===== config.mk =====
export PLATFORM = sky130hd
export DESIGN_NAME = j_acc_serializer_mx_flat
export DESIGN_NICKNAME = d
export VERILOG_FILES = /design/src/rtl/j_acc_serializer_mx_pkg.sv /design/src/rtl/j_acc_serializer_mx_if.sv /design/src/rtl/j_acc_serializer_mx_lane.sv /design/src/rtl/j_acc_serializer_mx.sv /design/src/flat_wrapper.sv
export SDC_FILE = /design/constraint.sdc
export NUM_CORES = 2
export LEC_CHECK = 0
export ABC_AREA = 1
export BUFFER_PORTS_ARGS = -buffer_cell sky130_fd_sc_hd__buf_2
export CAP_MARGIN = 40
export CELL_PAD_IN_SITES_DETAIL_PLACEMENT = 0
export CELL_PAD_IN_SITES_GLOBAL_PLACEMENT = 1
export CORE_MARGIN = 2
export CORE_UTILIZATION = 43
export CTS_BUF_LIST = sky130_fd_sc_hd__clkbuf_4
export DETAILED_ROUTE_END_ITERATION = 10
export GPL_TIMING_DRIVEN = 0
export HOLD_SLACK_MARGIN = 0.06
export PLACE_DENSITY = 0.89
export REMOVE_ABC_BUFFERS = 1
export SKIP_CTS_REPAIR_TIMING = 1
export SLEW_MARGIN = 0
export SYNTH_ARGS = -nofsm -noshare
export SYNTH_HDL_FRONTEND = slang
export SYNTH_SLANG_ARGS = --single-unit

===== constraint.sdc =====
create_clock -name clk -period 75.5 [get_ports clk]
set_clock_uncertainty 0.2 [all_clocks]
set_input_delay 22.65 -clock clk [delete_from_list [all_inputs] [get_ports clk]]
set_output_delay 22.65 -clock clk [all_outputs]
set_load 0.005 [all_outputs]

===== src/rtl/j_acc_serializer_mx_pkg.sv =====
// j_acc_pkg: shared constants, FSM state type and clog2 helper for the
// accumulator serializer (j_acc_serializer_mx and its lane sub-module).
// Optional feature macro used by the design: J_ACC_SER_CLEAR_EN.
package j_acc_pkg;

  localparam int ACC_LANES      = 32;
  localparam int ACC_WORD_W     = 32;
  localparam int SRAM_DEPTH_DEF = 256 * 256 * 4;

  typedef enum logic [1:0] {
    IDLE  = 2'd0,
    RUN   = 2'd1,
    DRAIN = 2'd2
  } state_t;

  // Ceiling log2; valid for depths up to 2^62.
  function automatic int clog2(input longint value);
    int res;
    res = 0;
    for (int i = 0; i < 62; i++) begin
      if ((longint'(1) << i) < value) begin
        res = i + 1;
      end
    end
    return res;
  endfunction

endpackage


===== src/rtl/j_acc_serializer_mx_if.sv =====
// j_acc_serializer_mx_if: job control, SRAM read port and serial lane
// outputs of the accumulator serializer bundled into one interface.
// The slave modport is the serializer's view, master is the driver's view.
// With J_ACC_SER_CLEAR_EN defined the interface carries clear_mode.
interface j_acc_serializer_mx_if #(
  parameter int ADDR_W = j_acc_pkg::clog2(j_acc_pkg::SRAM_DEPTH_DEF)
);
  import j_acc_pkg::*;

  logic                        start;
  logic [ADDR_W*ACC_LANES-1:0] start_addr;
  logic [ADDR_W-1:0]           img_size;
  logic                        sram_en;
  logic [ADDR_W-1:0]           sram_addr;
  logic [ACC_WORD_W-1:0]       sram_rdata;
  logic [ACC_LANES-1:0]        serial_out;
  logic [ACC_LANES-1:0]        serial_en;
  logic                        busy;
  logic                        done;

`ifdef J_ACC_SER_CLEAR_EN
  logic                        clear_mode;

  modport slave (
    input  start, start_addr, img_size, clear_mode, sram_rdata,
    output sram_en, sram_addr, serial_out, serial_en, busy, done
  );

  modport master (
    output start, start_addr, img_size, clear_mode, sram_rdata,
    input  sram_en, sram_addr, serial_out, serial_en, busy, done
  );
`else
  modport slave (
    input  start, start_addr, img_size, sram_rdata,
    output sram_en, sram_addr, serial_out, serial_en, busy, done
  );

  modport master (
    output start, start_addr, img_size, sram_rdata,
    input  sram_en, sram_addr, serial_out, serial_en, busy, done
  );
`endif

endinterface


===== src/rtl/j_acc_serializer_mx_lane.sv =====
// j_acc_ser_lane: one serializer lane. Holds a word in a right-shifting
// register and counts the bits still to be presented; serial_en is high
// while bits remain. A load arriving as the last bit leaves keeps the
// stream gap-free across consecutive words.
module j_acc_ser_lane
  import j_acc_pkg::*;
(
  input  logic                  clk,
  input  logic                  reset,
  input  logic                  load,
  input  logic [ACC_WORD_W-1:0] load_data,
  output logic                  serial_out,
  output logic                  serial_en
);

  localparam int CNT_W = clog2(ACC_WORD_W + 1);

  logic [ACC_WORD_W-1:0] shreg_q, shreg_d;
  logic [CNT_W-1:0]      cnt_q, cnt_d;

  // Load a fresh word, otherwise shift out one bit per cycle while bits remain.
  always_comb begin
    shreg_d = shreg_q;
    cnt_d   = cnt_q;
    if (load) begin
      shreg_d = load_data;
      cnt_d   = CNT_W'(ACC_WORD_W);
    end else if (cnt_q != '0) begin
      shreg_d = shreg_q >> 1;
      cnt_d   = cnt_q - CNT_W'(1);
    end
  end

  // Shift register and remaining-bit counter.
  always_ff @(posedge clk or posedge reset) begin
    if (reset) begin
      shreg_q <= '0;
      cnt_q   <= '0;
    end else begin
      shreg_q <= shreg_d;
      cnt_q   <= cnt_d;
    end
  end

  assign serial_en  = (cnt_q != '0);
  assign serial_out = serial_en & shreg_q[0];

endmodule


===== src/rtl/j_acc_serializer_mx.sv =====
// j_acc_serializer_mx: reads 32-bit partial sums for 32 lanes through one
// shared SRAM read port (one read per cycle, lane = phase, round-robin)
// and streams each word LSB-first on that lane's serial output. Lane i
// runs one cycle behind lane i-1, so the read slots never collide.
// Optional feature macro: J_ACC_SER_CLEAR_EN (adds clear_mode: the job
// streams zeros without touching the SRAM).
module j_acc_serializer_mx
  import j_acc_pkg::*;
#(
  parameter int SRAM_DEPTH  = SRAM_DEPTH_DEF,
  parameter int SRAM_ADDR_W = clog2(SRAM_DEPTH)
) (
  input  logic                 clk,
  input  logic                 reset,
  j_acc_serializer_mx_if.slave bus
);

  localparam int AW   = SRAM_ADDR_W;
  localparam int PH_W = clog2(ACC_LANES);
  localparam int DR_W = clog2(ACC_WORD_W + 1);
  localparam logic [PH_W-1:0] LAST_PHASE = PH_W'(ACC_LANES - 1);
  // Last load lands one cycle after the final read, then 32 bits follow.
  localparam logic [DR_W-1:0] DRAIN_LAST = DR_W'(ACC_WORD_W);

  state_t                state_q, state_d;
  logic [PH_W-1:0]       phase_q, phase_d;
  logic [AW-1:0]         k_q, k_d;
  logic [AW-1:0]         n_q, n_d;
  logic [AW-1:0]         base_q [ACC_LANES];
  logic [AW-1:0]         base_d [ACC_LANES];
  logic [DR_W-1:0]       drain_q, drain_d;
  logic                  done_q, done_d;
  logic                  rd_valid_q, rd_valid_d;
  logic [PH_W-1:0]       rd_lane_q, rd_lane_d;
  logic                  clear_active;
  logic                  sram_en;
  logic [ACC_WORD_W-1:0] load_word;
  logic [ACC_LANES-1:0]  lane_out;
  logic [ACC_LANES-1:0]  lane_en;

`ifdef J_ACC_SER_CLEAR_EN
  logic clear_q, clear_d;

  // Clear-mode flag is captured together with the other job parameters.
  always_comb begin
    clear_d = clear_q;
    if ((state_q == IDLE) && bus.start) begin
      clear_d = bus.clear_mode;
    end
  end

  // Clear-mode flag register.
  always_ff @(posedge clk or posedge reset) begin
    if (reset) begin
      clear_q <= 1'b0;
    end else begin
      clear_q <= clear_d;
    end
  end

  assign clear_active = clear_q;
`else
  assign clear_active = 1'b0;
`endif

  // Job FSM: latch parameters on start, walk phase/k during RUN, then
  // wait out the tail of lane 31 in DRAIN before pulsing done.
  always_comb begin
    state_d = state_q;
    phase_d = phase_q;
    k_d     = k_q;
    n_d     = n_q;
    base_d  = base_q;
    drain_d = drain_q;
    done_d  = 1'b0;
    unique case (state_q)
      IDLE: begin
        if (bus.start) begin
          for (int i = 0; i < ACC_LANES; i++) begin
            base_d[i] = bus.start_addr[i*AW +: AW];
          end
          n_d     = bus.img_size;
          phase_d = '0;
          k_d     = '0;
          drain_d = '0;
          if (bus.img_size != '0) begin
            state_d = RUN;
          end else begin
            done_d = 1'b1;
          end
        end
      end
      RUN: begin
        phase_d = phase_q + PH_W'(1);
        if (phase_q == LAST_PHASE) begin
          if (k_q == n_q - AW'(1)) begin
            state_d = DRAIN;
            drain_d = '0;
          end else begin
            k_d = k_q + AW'(1);
          end
        end
      end
      DRAIN: begin
        drain_d = drain_q + DR_W'(1);
        if (drain_q == DRAIN_LAST) begin
          state_d = IDLE;
          done_d  = 1'b1;
        end
      end
      default: begin
        state_d = IDLE;
      end
    endcase
  end

  // Read pipeline: remember which lane each RUN slot belongs to so the
  // returning data (one cycle later) lands in the right shift register.
  always_comb begin
    rd_valid_d = (state_q == RUN);
    rd_lane_d  = phase_q;
  end

  // State, counters, latched job parameters and pipeline registers.
  always_ff @(posedge clk or posedge reset) begin
    if (reset) begin
      state_q    <= IDLE;
      phase_q    <= '0;
      k_q        <= '0;
      n_q        <= '0;
      drain_q    <= '0;
      done_q     <= 1'b0;
      rd_valid_q <= 1'b0;
      rd_lane_q  <= '0;
      for (int i = 0; i < ACC_LANES; i++) begin
        base_q[i] <= '0;
      end
    end else begin
      state_q    <= state_d;
      phase_q    <= phase_d;
      k_q        <= k_d;
      n_q        <= n_d;
      drain_q    <= drain_d;
      done_q     <= done_d;
      rd_valid_q <= rd_valid_d;
      rd_lane_q  <= rd_lane_d;
      for (int i = 0; i < ACC_LANES; i++) begin
        base_q[i] <= base_d[i];
      end
    end
  end

  // Address wraps modulo 2^AW by construction of the AW-bit sum.
  assign sram_en       = (state_q == RUN) && !clear_active;
  assign bus.sram_en   = sram_en;
  assign bus.sram_addr = sram_en ? (base_q[phase_q] + k_q) : '0;
  assign bus.busy      = (state_q != IDLE);
  assign bus.done      = done_q;
  assign load_word     = clear_active ? '0 : bus.sram_rdata;

  genvar gi;
  generate
    for (gi = 0; gi < ACC_LANES; gi++) begin : g_lane
      logic lane_load;
      assign lane_load = rd_valid_q && (rd_lane_q == PH_W'(gi));

      j_acc_ser_lane u_lane (
        .clk        (clk),
        .reset      (reset),
        .load       (lane_load),
        .load_data  (load_word),
        .serial_out (lane_out[gi]),
        .serial_en  (lane_en[gi])
      );
    end
  endgenerate

  assign bus.serial_out = lane_out;
  assign bus.serial_en  = lane_en;

endmodule


===== src/flat_wrapper.sv =====
// flat-port wrapper written by rule: the top's interface ports become plain ports
module j_acc_serializer_mx_flat import j_acc_pkg::*;
#(
  parameter int SRAM_DEPTH  = SRAM_DEPTH_DEF,
  parameter int SRAM_ADDR_W = clog2(SRAM_DEPTH)
)
  (clk, reset, bus_start, bus_start_addr, bus_img_size, bus_sram_rdata, bus_sram_en, bus_sram_addr, bus_serial_out, bus_serial_en, bus_busy, bus_done);
  j_acc_serializer_mx_if #(.ADDR_W((clog2(SRAM_DEPTH_DEF)))) bus_i ();
  input  logic clk;
  input  logic reset;
  input wire logic [$bits(bus_i.start)-1:0] bus_start;
  input wire logic [$bits(bus_i.start_addr)-1:0] bus_start_addr;
  input wire logic [$bits(bus_i.img_size)-1:0] bus_img_size;
  input wire logic [$bits(bus_i.sram_rdata)-1:0] bus_sram_rdata;
  output wire logic [$bits(bus_i.sram_en)-1:0] bus_sram_en;
  output wire logic [$bits(bus_i.sram_addr)-1:0] bus_sram_addr;
  output wire logic [$bits(bus_i.serial_out)-1:0] bus_serial_out;
  output wire logic [$bits(bus_i.serial_en)-1:0] bus_serial_en;
  output wire logic [$bits(bus_i.busy)-1:0] bus_busy;
  output wire logic [$bits(bus_i.done)-1:0] bus_done;
  assign bus_i.start = bus_start;
  assign bus_i.start_addr = bus_start_addr;
  assign bus_i.img_size = bus_img_size;
  assign bus_i.sram_rdata = bus_sram_rdata;
  assign bus_sram_en = bus_i.sram_en;
  assign bus_sram_addr = bus_i.sram_addr;
  assign bus_serial_out = bus_i.serial_out;
  assign bus_serial_en = bus_i.serial_en;
  assign bus_busy = bus_i.busy;
  assign bus_done = bus_i.done;
  j_acc_serializer_mx #(.SRAM_DEPTH(SRAM_DEPTH), .SRAM_ADDR_W(SRAM_ADDR_W)) u_core (.clk(clk), .reset(reset), .bus(bus_i));
endmodule

# Word level (Yosys, flattened, before mapping)
# Cells that the tools add are included.
[totals]
romBits = 0
output_inout_bits = 85
latchBits = 0
mem_count = 0
input_bits = 629
mem_bits_rw = 0
regBits = 1848
wordCells = 476
[op_classes]
n_eq_ne = 42
multipliers = 0
n_bitwise = 33
mux = 152
shifts = 0
div = 0
n_reduce_logical = 107
n_lt_le_gt_ge = 1
n_addsub = 37
[ops]
columns = ["op", "n"]
rows = [
  ["32-bit 2-to-1 mux", 64],
  ["6-bit 2-to-1 mux", 67],
  ["6-bit nonzero test", 32],
  ["6-bit by 1-bit subtractor with 6-bit output (second input constant)", 32],
  ["18-bit 2-to-1 mux", 6],
  ["18-bit binary-select mux with 5-bit select", 1],
  ["5-bit == test (second input constant)", 17],
  ["2-bit nonzero test", 34],
  ["5-bit by 4-bit == test with 1-bit output (second input constant)", 8],
  ["18-bit case mux with 2 select lines", 1],
  ["1-bit bitwise AND", 32],
  ["1-bit logical AND", 32],
  ["5-bit by 3-bit == test with 1-bit output (second input constant)", 4],
  ["18-bit by 1-bit adder with 18-bit output (second input constant)", 1],
  ["18-bit adder", 1],
  ["18-bit == test", 1],
  ["6-bit case mux with 3 select lines", 1],
  ["18-bit nonzero test", 1],
  ["18-bit by 1-bit subtractor with 18-bit output (second input constant)", 1],
  ["5-bit by 2-bit == test with 1-bit output (second input constant)", 2],
  ["2-bit 2-to-1 mux", 5],
  ["5-bit case mux with 2 select lines", 1],
  ["2-bit != test (second input constant)", 4],
  ["4-bit AND reduction", 2],
  ["18 further kinds", 22],
]

# Depth between registers and ports, before layout
[depth]
depth_word = 6
depth_mapped = 23
depth_no_buf = 21

# Modules after synthesis
# A second synthesis with hierarchy kept.
[hier_totals]
hier_cells = 12276
hier_area_um2 = 94723.3
[modules_own_cells]
columns = ["module", "instances", "area_per_inst_um2", "seq_area_each_um2", "cells_per_inst"]
rows = [
  ["j_acc_ser_lane", 32, 1981.9, 950.9, 250],
  ["j_acc_serializer_mx", 1, 31302.5, 15815.2, 4276],
]

# Worst setup path before layout
# Ideal clock, no wire load.
[synth_timing]
kind = "register to output"
from = "register u_core.phase_q[0]"
to = "output port bus_sram_addr[12]"
path_buffers = 3
t_required_ps = 52650
slack_ps = 49279
t_arrival_ps = 3371
stages_incl_launch_ff = 22
path_cell_list = "dfrtp_1 inv_1 buf_2 buf_2 buf_1 nor2_1 o221ai_1 nand3_1 a32oi_1 ha_1 inv_1 fa_1 inv_1 nand2_1 a21oi_1 a21oi_1 o21a_1 o21ai_0 nand2_1 nand3_1 nand2_1 nor2_1"
[synth_between]
elab_chain_len = 6
[synth_rtl]
columns = ["element", "line", "rtl"]
rows = [
  ["from (decl)", "j_acc_serializer_mx.sv:26", "logic [PH_W-1:0] phase_q, phase_d;"],
  ["from (signal assigned)", "j_acc_serializer_mx.sv:140", "phase_q <= phase_d;"],
  ["5-bit NOT with 6-bit output (implied by the code)", "j_acc_serializer_mx.sv:156", "assign bus.sram_addr = sram_en ? (base_q[phase_q] + k_q) : '0;"],
  ["18-bit binary-select mux with 5-bit select", "j_acc_serializer_mx.sv:156", ""],
  ["18-bit 2-to-1 mux (implied by the code) (2 in a row)", "j_acc_serializer_mx.sv:156", ""],
  ["18-bit adder", "j_acc_serializer_mx.sv:156", ""],
  ["18-bit 2-to-1 mux", "j_acc_serializer_mx.sv:156", ""],
  ["to (decl)", "flat_wrapper.sv:16", "output wire logic [$bits(bus_i.sram_addr)-1:0] bus_sram_addr;"],
]
# No other way between the ends. The select of a mux whose other input is x is not followed.

# Worst setup path after layout
# Same ends and word-level chain as after synthesis.

==> flow_summary.rst <==
.. list-table::
   :header-rows: 1

   * - Metric
     - Value
   * - Outcome
     - finished, final reports clean
   * - Layout cell share with drive strength beyond 1
     - 0.161
   * - Detailed Route Iter0 Violations
     - 7107
   * - Final critical-path share of the clock period
     - 0.397
   * - Routed WL per cell
     - 20.0 um
   * - Global-route wire length before repair
     - 413000 um
   * - Power density cells
     - 34.9 nW/um2
   * - Final ANT Viol Nets
     - 0
   * - Critical path's slowest cell
     - sky130_fd_sc_hd__inv_8
   * - Net count, final
     - 11000
   * - Leakage power summed over all cells
     - 0.0465 uW
   * - Clock insertion delay at the later pin of the skew report
     - 1.42 ns
   * - Total via count after detailed routing
     - 73900
   * - Remaining design rule violation count
     - 0
   * - Number of hold violations in the final report
     - 0
   * - Area of the mapped netlist
     - 84200 um2
   * - Clock tree root driver cell
     - sky130_fd_sc_hd__clkbuf_4
   * - Peak supply drop
     - 0.0162 mV
   * - Cell type group with the largest total delay on the critical path
     - buffers and inverters
   * - Dominant register cell in the synthesized netlist
     - sky130_fd_sc_hd__dfrtp_1
   * - Crit Path Max Fanout
     - 147
   * - Number of cells in the finished layout apart from fillers
     - 13400
   * - CTS tree
     - yes
   * - Pin count of the biggest net entering global routing
     - 158
   * - Number of max-cap violations
     - 0
   * - Max Buffers Root-to-Sink
     - 4
   * - Share of synthesized area occupied by flip-flops and latches
     - 0.549
   * - Synth unique cells
     - 45
   * - Arrival time worst endpoint
     - 7.14 ns
   * - Antenna violations before repair
     - 84
   * - Clock slew at the register clock pins of the worst setup and hold paths
     - 0.07 ns
   * - Maximum single-stage delay on the critical path
     - 0.57 ns
   * - Number of enable-type register cells in the synthesized netlist
     - 0
   * - Core ar.
     - 195000 um2
   * - Full die area
     - 199000 um2
   * - Count of buffers inserted at the top-level ports
     - 713
   * - Final HPWL DP
     - 171000 um
   * - Post-layout min period
     - 29.99 ns
   * - Class of the most critical hold timing path
     - flip-flop to flip-flop
   * - Library cell appearing most often on the critical path
     - sky130_fd_sc_hd__nand2_1
   * - Most common cell after layout, fill and taps aside
     - sky130_fd_sc_hd__nand2_1
   * - Starting Density
     - 0.433
   * - WP data required
     - 52.65 ns
   * - Final TNS setup
     - 0 ns
   * - Kind of start point of the critical path
     - flip-flop
   * - I/O pin cnt
     - 714
   * - Leading post-synthesis cells by cell area
     - sky130_fd_sc_hd__dfrtp_1, sky130_fd_sc_hd__nand2_1, sky130_fd_sc_hd__o221ai_1, sky130_fd_sc_hd__o211ai_1, sky130_fd_sc_hd__inv_1
   * - Highest attainable clock frequency
     - 0.0333 GHz
   * - Vertical die dimension
     - 447 um
   * - Setup crit end kind
     - output port
   * - Commonest cells after routing, fill and taps aside
     - sky130_fd_sc_hd__nand2_1, sky130_fd_sc_hd__dfrtp_1, sky130_fd_sc_hd__buf_2
   * - WP buf/inv
     - 9
   * - H-tree level count
     - 5
   * - Cell Chain, Critical Path
     - buf_16 > buf_16 > inv_8 > buf_16 > o21ai_0 > o221ai_1 > nand3_1 > nand2_1 > inv_1 > o21ai_0 > inv_1 > fa_1 > inv_1 > nand2_1 > a21oi_1 > a21oi_1 > o21a_1 > o21ai_0 > nand2_1 > nand2_1 > nand2_1 > inv_1 > nor2_1 > buf_2
   * - Number of synthesis warnings
     - 0
   * - Vias per cell
     - 5.53
   * - Clock sink count
     - 1848
   * - Worst slew margin relative to its limit
     - 0.371
   * - Floorplan die width
     - 447 um
   * - Rows
     - 162
   * - Fraction of synthesized cell area taken by the top area cell type
     - 0.549
   * - Cell count after placement
     - 12500
   * - Unrepaired setup endpoints after global routing
     - no
   * - Count of final setup violators
     - 0
   * - Kind of critical path
     - flip-flop to output port
   * - Async set-reset flop share out of synthesis
     - 1.00
   * - Max Transition Viols Final
     - 0
   * - Library cell occupying the most area in the post-synthesis netlist
     - sky130_fd_sc_hd__dfrtp_1
   * - P&R area growth vs syn
     - 14.9%
   * - Total track usage
     - 0.264
   * - Avg Inst Size Synth
     - 8.66 um2
   * - Clock buffer count from CTS
     - 493
   * - Total overflow reported by the global router
     - 0
   * - Wire length reported by the detailed router
     - 267000 um
   * - Number of global-route vias before repair
     - 72700
   * - Final weighted congestion in routability-driven placement
     - 0.882
   * - Number of search-and-repair iterations in the first detailed-routing pass
     - 8
   * - Slew @ Worst Pin
     - 0.944 ns
   * - Cell count after synthesis
     - 9725
   * - Yosys reg bits
     - 1848
==> flip-flops by register name, summed over array words and instances, names as in the netlist <==
register and flops:
u_core.phase_q 5, u_core.rd_valid_q 1, u_core.bus.done 1, u_core.n_q 18, u_core.drain_q 6, u_core.rd_lane_q 5, u_core.state_q 2, u_core.g_lane.u_lane.shreg_q 1024
u_core.g_lane.u_lane.cnt_q 192, u_core.base_q 576, u_core.k_q 18
==> tightest hold or removal path, stage by stage, from the launching register on <==
cell and delay, ns:
sky130_fd_sc_hd__dfrtp_1 0.35, sky130_fd_sc_hd__nand2_1 0.06, sky130_fd_sc_hd__o221ai_1 0.06
==> per-layer routing <==
metal / GRT usage / vias to the layer above / routed length [um]
li1: - / 34000 / -
met1: 0.334 / 36100 / 106000
met2: 0.420 / 3068 / 125000
met3: 0.0645 / 735 / 22200
met4: 0.134 / 66 / 13300
met5: 0 / - / 443
==> synth_stat cells (55+ instances only) <==
cell type,count
sky130_fd_sc_hd__o22ai_1,82
sky130_fd_sc_hd__buf_2,194
sky130_fd_sc_hd__dfrtp_1,1848
sky130_fd_sc_hd__o221ai_1,516
sky130_fd_sc_hd__ha_1,55
sky130_fd_sc_hd__nand2_1,3274
sky130_fd_sc_hd__xor2_1,58
sky130_fd_sc_hd__clkbuf_1,410
sky130_fd_sc_hd__buf_4,65
sky130_fd_sc_hd__inv_1,717
sky130_fd_sc_hd__nand3_1,485
sky130_fd_sc_hd__o21ai_0,468
sky130_fd_sc_hd__o211ai_1,524
sky130_fd_sc_hd__a21oi_1,109
sky130_fd_sc_hd__xnor2_1,56
sky130_fd_sc_hd__nor2_1,501
==> final cells by class <==
type | instances | area (um2)
fillers | 18300 | 98000
flip-flops and latches | 1848 | 46300
multi-input cells | 6378 | 31900
repair buffers | 846 | 6360
clock buffers | 699 | 5250
well taps | 2624 | 3280
inverters | 787 | 3000
clock inverters | 135 | 582
diodes | 51 | 128
==> report_power, final <==
group          switching, uW  internal [uW]  total (uW)
clock network            421            425         846
registers                170           1280        1450
logic                    676            401        1080
==> path summary, 6_finish.rpt <==
| check | cells after the start | end | slack, ns | start |
|---|---|---|---|---|
| max | 24 | bus_sram_addr[12] | 45.51 | u_core.phase_q[0] |
| min reg2reg | 2 | u_core.g_lane[6].u_lane.shreg_q[16] | 0.15 | u_core.g_lane[6].u_lane.shreg_q[17] |
| max reg2reg | 16 | u_core.base_q[243] | 69.47 | u_core.phase_q[3] |
| min in group asynchronous | 2 | u_core.base_q[527] | 21.10 | reset |
| min | 2 | u_core.g_lane[6].u_lane.shreg_q[16] | 0.15 | u_core.g_lane[6].u_lane.shreg_q[17] |
| max in group asynchronous | 8 | u_core.g_lane[20].u_lane.shreg_q[0] | 50.73 | reset |
==> kinds of logic after synthesis <==
| group | synth area share |
|---|---|
| and+or+nand+nor | 0.208 |
| AOI/OAI and AO/OA | 0.150 |
| buffers and inverters | 0.0727 |
| DFF | 0.549 |
| adders and majority gates | 0.00841 |
| xor gates and xnor gates | 0.0119 |
==> through the flow <==
stage          hold WS [ns]  utilization  total power, uW  cell area (um2)  worst slack, ns
2_1_floorplan         0.237            -             2150            81100            0.471
3_3_place_gp          0.248        0.451             2490            87900           -41.81
3_5_place_dp          0.253        0.466             2540            90800            47.03
4_1_cts               0.179        0.496             3400            96600            45.39
5_1_grt               0.209        0.497             3610            96700            45.04
6_report              0.146        0.497             3380            96800            45.51
Power figures use the tool's default switching activity.
